===== config.mk =====
export PLATFORM = sky130hd
export DESIGN_NAME = sd_spi_card_responder
export DESIGN_NICKNAME = d
export VERILOG_FILES = /design/src/rtl/sd_spi_card_responder.sv
export SDC_FILE = /design/constraint.sdc
export NUM_CORES = 2
export LEC_CHECK = 0
export BUFFER_PORTS_ARGS = -buffer_cell sky130_fd_sc_hd__buf_2
export CAP_MARGIN = 10
export CORE_ASPECT_RATIO = 0.8
export CORE_MARGIN = 3
export CORE_UTILIZATION = 61
export CTS_CLUSTER_DIAMETER = 150
export DETAILED_ROUTE_END_ITERATION = 10
export HOLD_SLACK_MARGIN = 0.12
export PLACE_DENSITY_LB_ADDON = 0.1
export RECOVER_POWER = 25
export SYNTH_ARGS = -nofsm -noshare
export SYNTH_HDL_FRONTEND = slang
export SYNTH_SLANG_ARGS = --single-unit

===== constraint.sdc =====
create_clock -name clk -period 21.9 [get_ports clk]
set_input_delay 1.095 -clock clk [delete_from_list [all_inputs] [get_ports clk]]
set_output_delay 1.095 -clock clk [all_outputs]
set_load 0.005 [all_outputs]

===== src/rtl/sd_spi_card_responder.sv =====
// SPI-mode SD card responder: decodes CMD17/CMD24 frames on MOSI and serves
// single 64-bit blocks from an internal array over MISO.
module sd_spi_card_responder #(
  parameter int ADDR_W      = 4,
  parameter int RESP_WAIT   = 2,
  parameter int DATA_WAIT   = 4,
  parameter int BUSY_CYCLES = 6
) (
  input  logic       clk,
  input  logic       rst_n,
  input  logic       MOSI,
  output logic       MISO,
  output logic       rd_done,
  output logic       wr_done,
  output logic [7:0] last_r1
);

  typedef enum logic [3:0] {
    S_IDLE     = 4'd0,
    S_CMD_RX   = 4'd1,
    S_RESP_GAP = 4'd2,
    S_RESP_TX  = 4'd3,
    S_RD_GAP   = 4'd4,
    S_RD_TX    = 4'd5,
    S_WR_TOKEN = 4'd6,
    S_WR_RX    = 4'd7,
    S_WR_DRESP = 4'd8,
    S_WR_BUSY  = 4'd9
  } state_t;

  localparam logic [7:0] RESP_LAST = 8'(RESP_WAIT - 1);
  localparam logic [7:0] DATA_LAST = 8'(DATA_WAIT - 1);
  localparam logic [7:0] BUSY_LAST = 8'(BUSY_CYCLES - 1);

  function automatic logic [6:0] crc7_f(input logic [39:0] d);
    logic [6:0] c;
    logic       fb;
    c = 7'd0;
    for (int i = 39; i >= 0; i--) begin
      fb = d[i] ^ c[6];
      c  = {c[5:0], 1'b0} ^ (fb ? 7'h09 : 7'h00);
    end
    return c;
  endfunction

  function automatic logic [15:0] crc16_f(input logic [63:0] d);
    logic [15:0] c;
    logic        fb;
    c = 16'd0;
    for (int i = 63; i >= 0; i--) begin
      fb = d[i] ^ c[15];
      c  = {c[14:0], 1'b0} ^ (fb ? 16'h1021 : 16'h0000);
    end
    return c;
  endfunction

  state_t        state_r, state_nxt_s;
  logic [7:0]    cnt_r, cnt_nxt_s;
  logic          miso_r, miso_nxt_s;
  logic          rd_done_r, rd_done_nxt_s;
  logic          wr_done_r, wr_done_nxt_s;
  logic [7:0]    last_r1_r, last_r1_nxt_s;
  logic [7:0]    r1_r, r1_nxt_s, r1_calc_s;
  logic [46:0]   cmd_sr_r, cmd_sr_nxt_s;
  logic [87:0]   rd_sr_r, rd_sr_nxt_s;
  logic [79:0]   wr_sr_r, wr_sr_nxt_s;
  logic          wr_ok_r, wr_ok_nxt_s;
  logic          mem_we_s;
  logic [63:0]   mem_r [0:(1<<ADDR_W)-1];

  logic [47:0]       frame_s;
  logic [79:0]       wr_full_s;
  logic [ADDR_W-1:0] blk_addr_s;
  logic [63:0]       rd_blk_s;
  logic              wr_crc_ok_s;
  logic [7:0]        dresp_s;

  // After CMD_RX completes, cmd_sr_r holds frame bits 46..0, so the index and
  // block address stay valid for the whole transaction.
  assign frame_s     = {cmd_sr_r, MOSI};
  assign wr_full_s   = {wr_sr_r[78:0], MOSI};
  assign blk_addr_s  = cmd_sr_r[8 +: ADDR_W];
  assign rd_blk_s    = mem_r[blk_addr_s];
  assign wr_crc_ok_s = (crc16_f(wr_full_s[79:16]) == wr_full_s[15:0]);
  assign dresp_s     = wr_ok_r ? 8'h05 : 8'h0B;

  // R1 classification of a just-completed command frame, in priority order.
  always_comb begin
    r1_calc_s = 8'h00;
    if ((crc7_f(frame_s[47:8]) != frame_s[7:1]) || !frame_s[0]) begin
      r1_calc_s = 8'h08;
    end else if ((frame_s[45:40] != 6'd17) && (frame_s[45:40] != 6'd24)) begin
      r1_calc_s = 8'h04;
    end else if ((frame_s[39:8] >> ADDR_W) != 32'd0) begin
      r1_calc_s = 8'h20;
    end else begin
      r1_calc_s = 8'h00;
    end
  end

  // Next-state and next-output logic of the card FSM.
  always_comb begin
    state_nxt_s   = state_r;
    cnt_nxt_s     = cnt_r;
    miso_nxt_s    = 1'b1;
    rd_done_nxt_s = 1'b0;
    wr_done_nxt_s = 1'b0;
    last_r1_nxt_s = last_r1_r;
    r1_nxt_s      = r1_r;
    cmd_sr_nxt_s  = cmd_sr_r;
    rd_sr_nxt_s   = rd_sr_r;
    wr_sr_nxt_s   = wr_sr_r;
    wr_ok_nxt_s   = wr_ok_r;
    mem_we_s      = 1'b0;
    case (state_r)
      S_IDLE: begin
        if (!MOSI) begin
          state_nxt_s  = S_CMD_RX;
          cnt_nxt_s    = 8'd1;
          cmd_sr_nxt_s = 47'd0;
        end else begin
          cnt_nxt_s = 8'd0;
        end
      end
      S_CMD_RX: begin
        cmd_sr_nxt_s = frame_s[46:0];
        cnt_nxt_s    = cnt_r + 8'd1;
        if ((cnt_r == 8'd1) && !MOSI) begin
          state_nxt_s = S_IDLE;
          cnt_nxt_s   = 8'd0;
        end else if (cnt_r == 8'd47) begin
          r1_nxt_s    = r1_calc_s;
          state_nxt_s = S_RESP_GAP;
          cnt_nxt_s   = 8'd0;
        end else begin
          state_nxt_s = S_CMD_RX;
        end
      end
      S_RESP_GAP: begin
        if (cnt_r == RESP_LAST) begin
          state_nxt_s   = S_RESP_TX;
          cnt_nxt_s     = 8'd0;
          miso_nxt_s    = r1_r[7];
          last_r1_nxt_s = r1_r;
        end else begin
          cnt_nxt_s = cnt_r + 8'd1;
        end
      end
      S_RESP_TX: begin
        if (cnt_r == 8'd7) begin
          cnt_nxt_s = 8'd0;
          if (r1_r != 8'h00) begin
            state_nxt_s = S_IDLE;
          end else if (cmd_sr_r[45:40] == 6'd17) begin
            state_nxt_s = S_RD_GAP;
            rd_sr_nxt_s = {8'hFE, rd_blk_s, crc16_f(rd_blk_s)};
          end else begin
            state_nxt_s = S_WR_TOKEN;
          end
        end else begin
          miso_nxt_s = r1_r[3'd6 - cnt_r[2:0]];
          cnt_nxt_s  = cnt_r + 8'd1;
        end
      end
      S_RD_GAP: begin
        if (cnt_r == DATA_LAST) begin
          state_nxt_s = S_RD_TX;
          cnt_nxt_s   = 8'd0;
          miso_nxt_s  = rd_sr_r[87];
          rd_sr_nxt_s = {rd_sr_r[86:0], 1'b0};
        end else begin
          cnt_nxt_s = cnt_r + 8'd1;
        end
      end
      S_RD_TX: begin
        if (cnt_r == 8'd87) begin
          state_nxt_s   = S_IDLE;
          cnt_nxt_s     = 8'd0;
          rd_done_nxt_s = 1'b1;
        end else begin
          miso_nxt_s  = rd_sr_r[87];
          rd_sr_nxt_s = {rd_sr_r[86:0], 1'b0};
          cnt_nxt_s   = cnt_r + 8'd1;
        end
      end
      S_WR_TOKEN: begin
        if (!MOSI) begin
          state_nxt_s = S_WR_RX;
          cnt_nxt_s   = 8'd0;
        end else begin
          state_nxt_s = S_WR_TOKEN;
        end
      end
      S_WR_RX: begin
        wr_sr_nxt_s = wr_full_s;
        if (cnt_r == 8'd79) begin
          state_nxt_s = S_WR_DRESP;
          cnt_nxt_s   = 8'd0;
          wr_ok_nxt_s = wr_crc_ok_s;
          miso_nxt_s  = 1'b0;
        end else begin
          cnt_nxt_s = cnt_r + 8'd1;
        end
      end
      S_WR_DRESP: begin
        if (cnt_r == 8'd7) begin
          cnt_nxt_s = 8'd0;
          if (wr_ok_r) begin
            state_nxt_s = S_WR_BUSY;
            miso_nxt_s  = 1'b0;
          end else begin
            state_nxt_s = S_IDLE;
          end
        end else begin
          miso_nxt_s = dresp_s[3'd6 - cnt_r[2:0]];
          cnt_nxt_s  = cnt_r + 8'd1;
        end
      end
      S_WR_BUSY: begin
        if (cnt_r == BUSY_LAST) begin
          mem_we_s      = 1'b1;
          wr_done_nxt_s = 1'b1;
          state_nxt_s   = S_IDLE;
          cnt_nxt_s     = 8'd0;
        end else begin
          miso_nxt_s = 1'b0;
          cnt_nxt_s  = cnt_r + 8'd1;
        end
      end
      default: begin
        state_nxt_s = S_IDLE;
        cnt_nxt_s   = 8'd0;
      end
    endcase
  end

  // FSM state and registered outputs.
  always_ff @(posedge clk or negedge rst_n) begin
    if (!rst_n) begin
      state_r   <= S_IDLE;
      cnt_r     <= 8'd0;
      miso_r    <= 1'b1;
      rd_done_r <= 1'b0;
      wr_done_r <= 1'b0;
      last_r1_r <= 8'h00;
      r1_r      <= 8'h00;
      cmd_sr_r  <= 47'd0;
      rd_sr_r   <= 88'd0;
      wr_sr_r   <= 80'd0;
      wr_ok_r   <= 1'b0;
    end else begin
      state_r   <= state_nxt_s;
      cnt_r     <= cnt_nxt_s;
      miso_r    <= miso_nxt_s;
      rd_done_r <= rd_done_nxt_s;
      wr_done_r <= wr_done_nxt_s;
      last_r1_r <= last_r1_nxt_s;
      r1_r      <= r1_nxt_s;
      cmd_sr_r  <= cmd_sr_nxt_s;
      rd_sr_r   <= rd_sr_nxt_s;
      wr_sr_r   <= wr_sr_nxt_s;
      wr_ok_r   <= wr_ok_nxt_s;
    end
  end

  // Block array; contents survive reset, write lands on the last busy cycle.
  always_ff @(posedge clk) begin
    if (mem_we_s) begin
      mem_r[blk_addr_s] <= wr_sr_r[79:16];
    end
  end

  assign MISO    = miso_r;
  assign rd_done = rd_done_r;
  assign wr_done = wr_done_r;
  assign last_r1 = last_r1_r;

endmodule


==> results.yml <==
cts:
  cts_buffers: 115
  post_cts_buffers: 0
  cts_sinks: 1261
  cts_tree: "done"
  clk_latency_ns: 0.71
  cts_hold_buffers: 0
  cts.htree.levels: 3
  post_cts_resized: 0
  cts-root-buf: "clkbuf_16"
  clock_path_buffers: 3
  clkTransAtPathRegs_ns: 0.06
timing:
  setup_viol: 0
  timing.max_slew.rel_slack_pct: -264
  max_freq_mhz: 135
  fin_crit_ns: 7.38
  rsz0062_at_grt: "no"
  skew_ns: 0.0250
  finalMaxSlewViolations: 89
  worst_pin_slew_ns: 5.46
  finalHoldViolCount: 0
  period_share_pct: 33.7
  tns_ns: 0
place:
  place_hpwl_um: 70400
  gp_congestion: 0.890
  port-buffer-count: 8
drt:
  drtIter0Drc: 3239
  routed-via-count: 27000
  drt-total-wl_um: 122000
  drt-pass1-iter-count: 5
  antenna_left: 0
  drc: 0
  viasPerCell: 6.53
  wire_per_inst_um: 29.5
die:
  initial_utilization_pct: 62.1
  core_area_mm2: 0.0865
  fp.dieW_um: 338
  rows: 96
  die_y_um: 271
  io_pins: 14
  fp.dieArea_mm2: 0.0917
setup_path:
  critical_path.max_fanout: 85
  critPathKind: "register to register"
  worstSetupStartpointType: "register"
  required_ns: 22.49
  cp-end-kind: "register"
  critPathArrivalTime_ns: 7.97
flow_run:
  drv_cap: 1
logic_synthesis:
  syn-cell-area_mm2: 0.0537
  synthCells: 2870
  synthArstFlopShare_pct: 18.8
  ys_seq_area_share_pct: 68.3
  synth.area.top_cells: "edfxtp_1 57%, mux4_2 13%, dfrtp_1 11%"
  ys_types: 68
  synth_edf_count: 1024
  avgSynthCellArea_um2: 18.7
  yosysWarnings: 0
  synth_ff_type: "edfxtp_1"
  synth_top_area_share_pct: 57.2
  yosys.area.top_type: "edfxtp_1"
  ys_ff_latch: 1261
layout:
  fin_nets: 2909
  syn2layout_area_growth_pct: 9.69
  layout_common_cells: "1024 x edfxtp_1, 303 x mux4_2, 247 x xnor2_1, 232 x dfrtp_1, 170 x nand2_1"
  n_antenna_cell: 0
  layout_commonest_cell: "edfxtp_1"
  drive_gt1_share_pct: 23.1
  n_fill_cell: 5459
global_routing:
  antenna_found_initial: 1
  met3_usage_pct: 4.95
  grt_pass1_wl_um: 183000
  met2_usage_pct: 41.9
  grt_use_met1_pct: 42.8
  busiest_layer: "met1"
  grt_pass1_vias: 27300
  grt_overflow: 0
  track_usage_pct: 27.5
  grt_max_degree: 109
run_status:
  violations: "max-capacitance violations, max-slew violations"
  status: "complete, but fails checks"
worst_hold_path:
  min_path_type: "register to register"
==> registers in the layout, indices dropped and copies added (netlist names) <==
name / flops
MISO: 1
cmd_sr_r: 47
cnt_r: 8
last_r1: 3
mem_r: 1024
r1_r: 3
rd_done: 1
rd_sr_r: 88
state_r: 4
wr_done: 1
wr_ok_r: 1
wr_sr_r: 80
==> stage by stage <==
stage,util (%),instance area (um^2),setup slack (ns),hold slack (ns),instances
2_1_floorplan,-,53700,13.52,0.444,2874
3_3_place_gp,63.6,55000,14.45,0.465,3913
3_5_place_dp,63.6,55000,14.40,0.470,3913
4_1_cts,68.2,58900,14.38,0.429,4131
5_1_grt,68.1,58900,13.99,0.508,4131
6_report,68.1,58900,14.52,0.486,4131
==> kinds of logic (layout without fill, tap and decap cells) <==
logic type / after synthesis / in the layout / synth area share (%)
AO/OA/AOI/OAI: 251 / 251 / 3.25
multiplexers: 389 / 389 / 14.5
XOR/XNOR: 429 / 429 / 9.30
adder cells (fa/ha/maj): 3 / 3 / 0.0699
AND/OR/NAND/NOR: 375 / 375 / 3.02
other: 1 / 5 / 0.00698
flip-flops: 1261 / 1261 / 68.3
buffers and inverters: 161 / 291 / 1.56
==> critical path, cell delays in order (launching register included) <==
cell and delay, ns:
dfrtp_4 1.04, buf_12 0.60, buf_4 0.77, mux4_2 0.58
mux4_2 0.62, xnor2_1 0.19, xnor2_1 0.33, xnor2_2 0.19
xnor3_1 0.40, xnor2_2 0.19, xnor2_1 0.31, xnor3_1 0.48
xnor3_2 0.43, xnor3_1 0.46, xor2_1 0.19, a221o_1 0.31
==> final timing paths <==
kind,from,to,slack (ns),depth (start not counted)
worst min-delay path,rd_sr_r[74],rd_sr_r[74],0.49,2
worst min register to register,rd_sr_r[74],rd_sr_r[74],0.49,2
worst max register to register,cmd_sr_r[8],rd_sr_r[13],14.52,15
worst max-delay path,cmd_sr_r[8],rd_sr_r[13],14.52,15
min in group asynchronous,rst_n,wr_sr_r[55],2.40,1
max in group asynchronous,rst_n,cmd_sr_r[8],15.65,1
==> layout make-up <==
class / instances / area [um^2] / area share [%]
timing repair buffer: 66 / 492 / 0.835
tap: 1127 / 1410 / 2.39
clock inverter: 63 / 722 / 1.23
multi-input combinational: 1452 / 16400 / 27.8
clock buffer: 155 / 3210 / 5.45
inverter: 7 / 26.3 / 0.0446
sequential: 1261 / 36700 / 62.3
==> metal layers <==
metal  share of wire, %  up-vias  wire, um
li1                   -    11300         -
met2                 47     1102     57100
met5                  0        -         0
met3                8.2      163     10000
met1                 43    14400     52800
met4                1.6        0      1970
==> cells in the mapped netlist, drive strengths merged, types with 3 or more instances <==
cell type  number
edfxtp       1024
mux4          303
xnor2         268
dfrtp         236
nand2         173
nor2          110
xor2           89
mux2           84
clkbuf         81
buf            73
a31oi          64
xnor3          60
a22o           52
o21ai          41
a22oi          31
a21oi          27
nor3           20
nand3          17
xor3           12
nor4           10
o22a            8
and3            7
inv             7
nor2b           7
nand2b          6
nand3b          6
or3             5
a21o            4
nand4           4
a221o           3
ha              3
o21a            3
o221ai          3
o22ai           3
or2             3
Power is not shown: default switching activity piles up to over one toggle a cycle in this logic, so the estimate is an artifact.
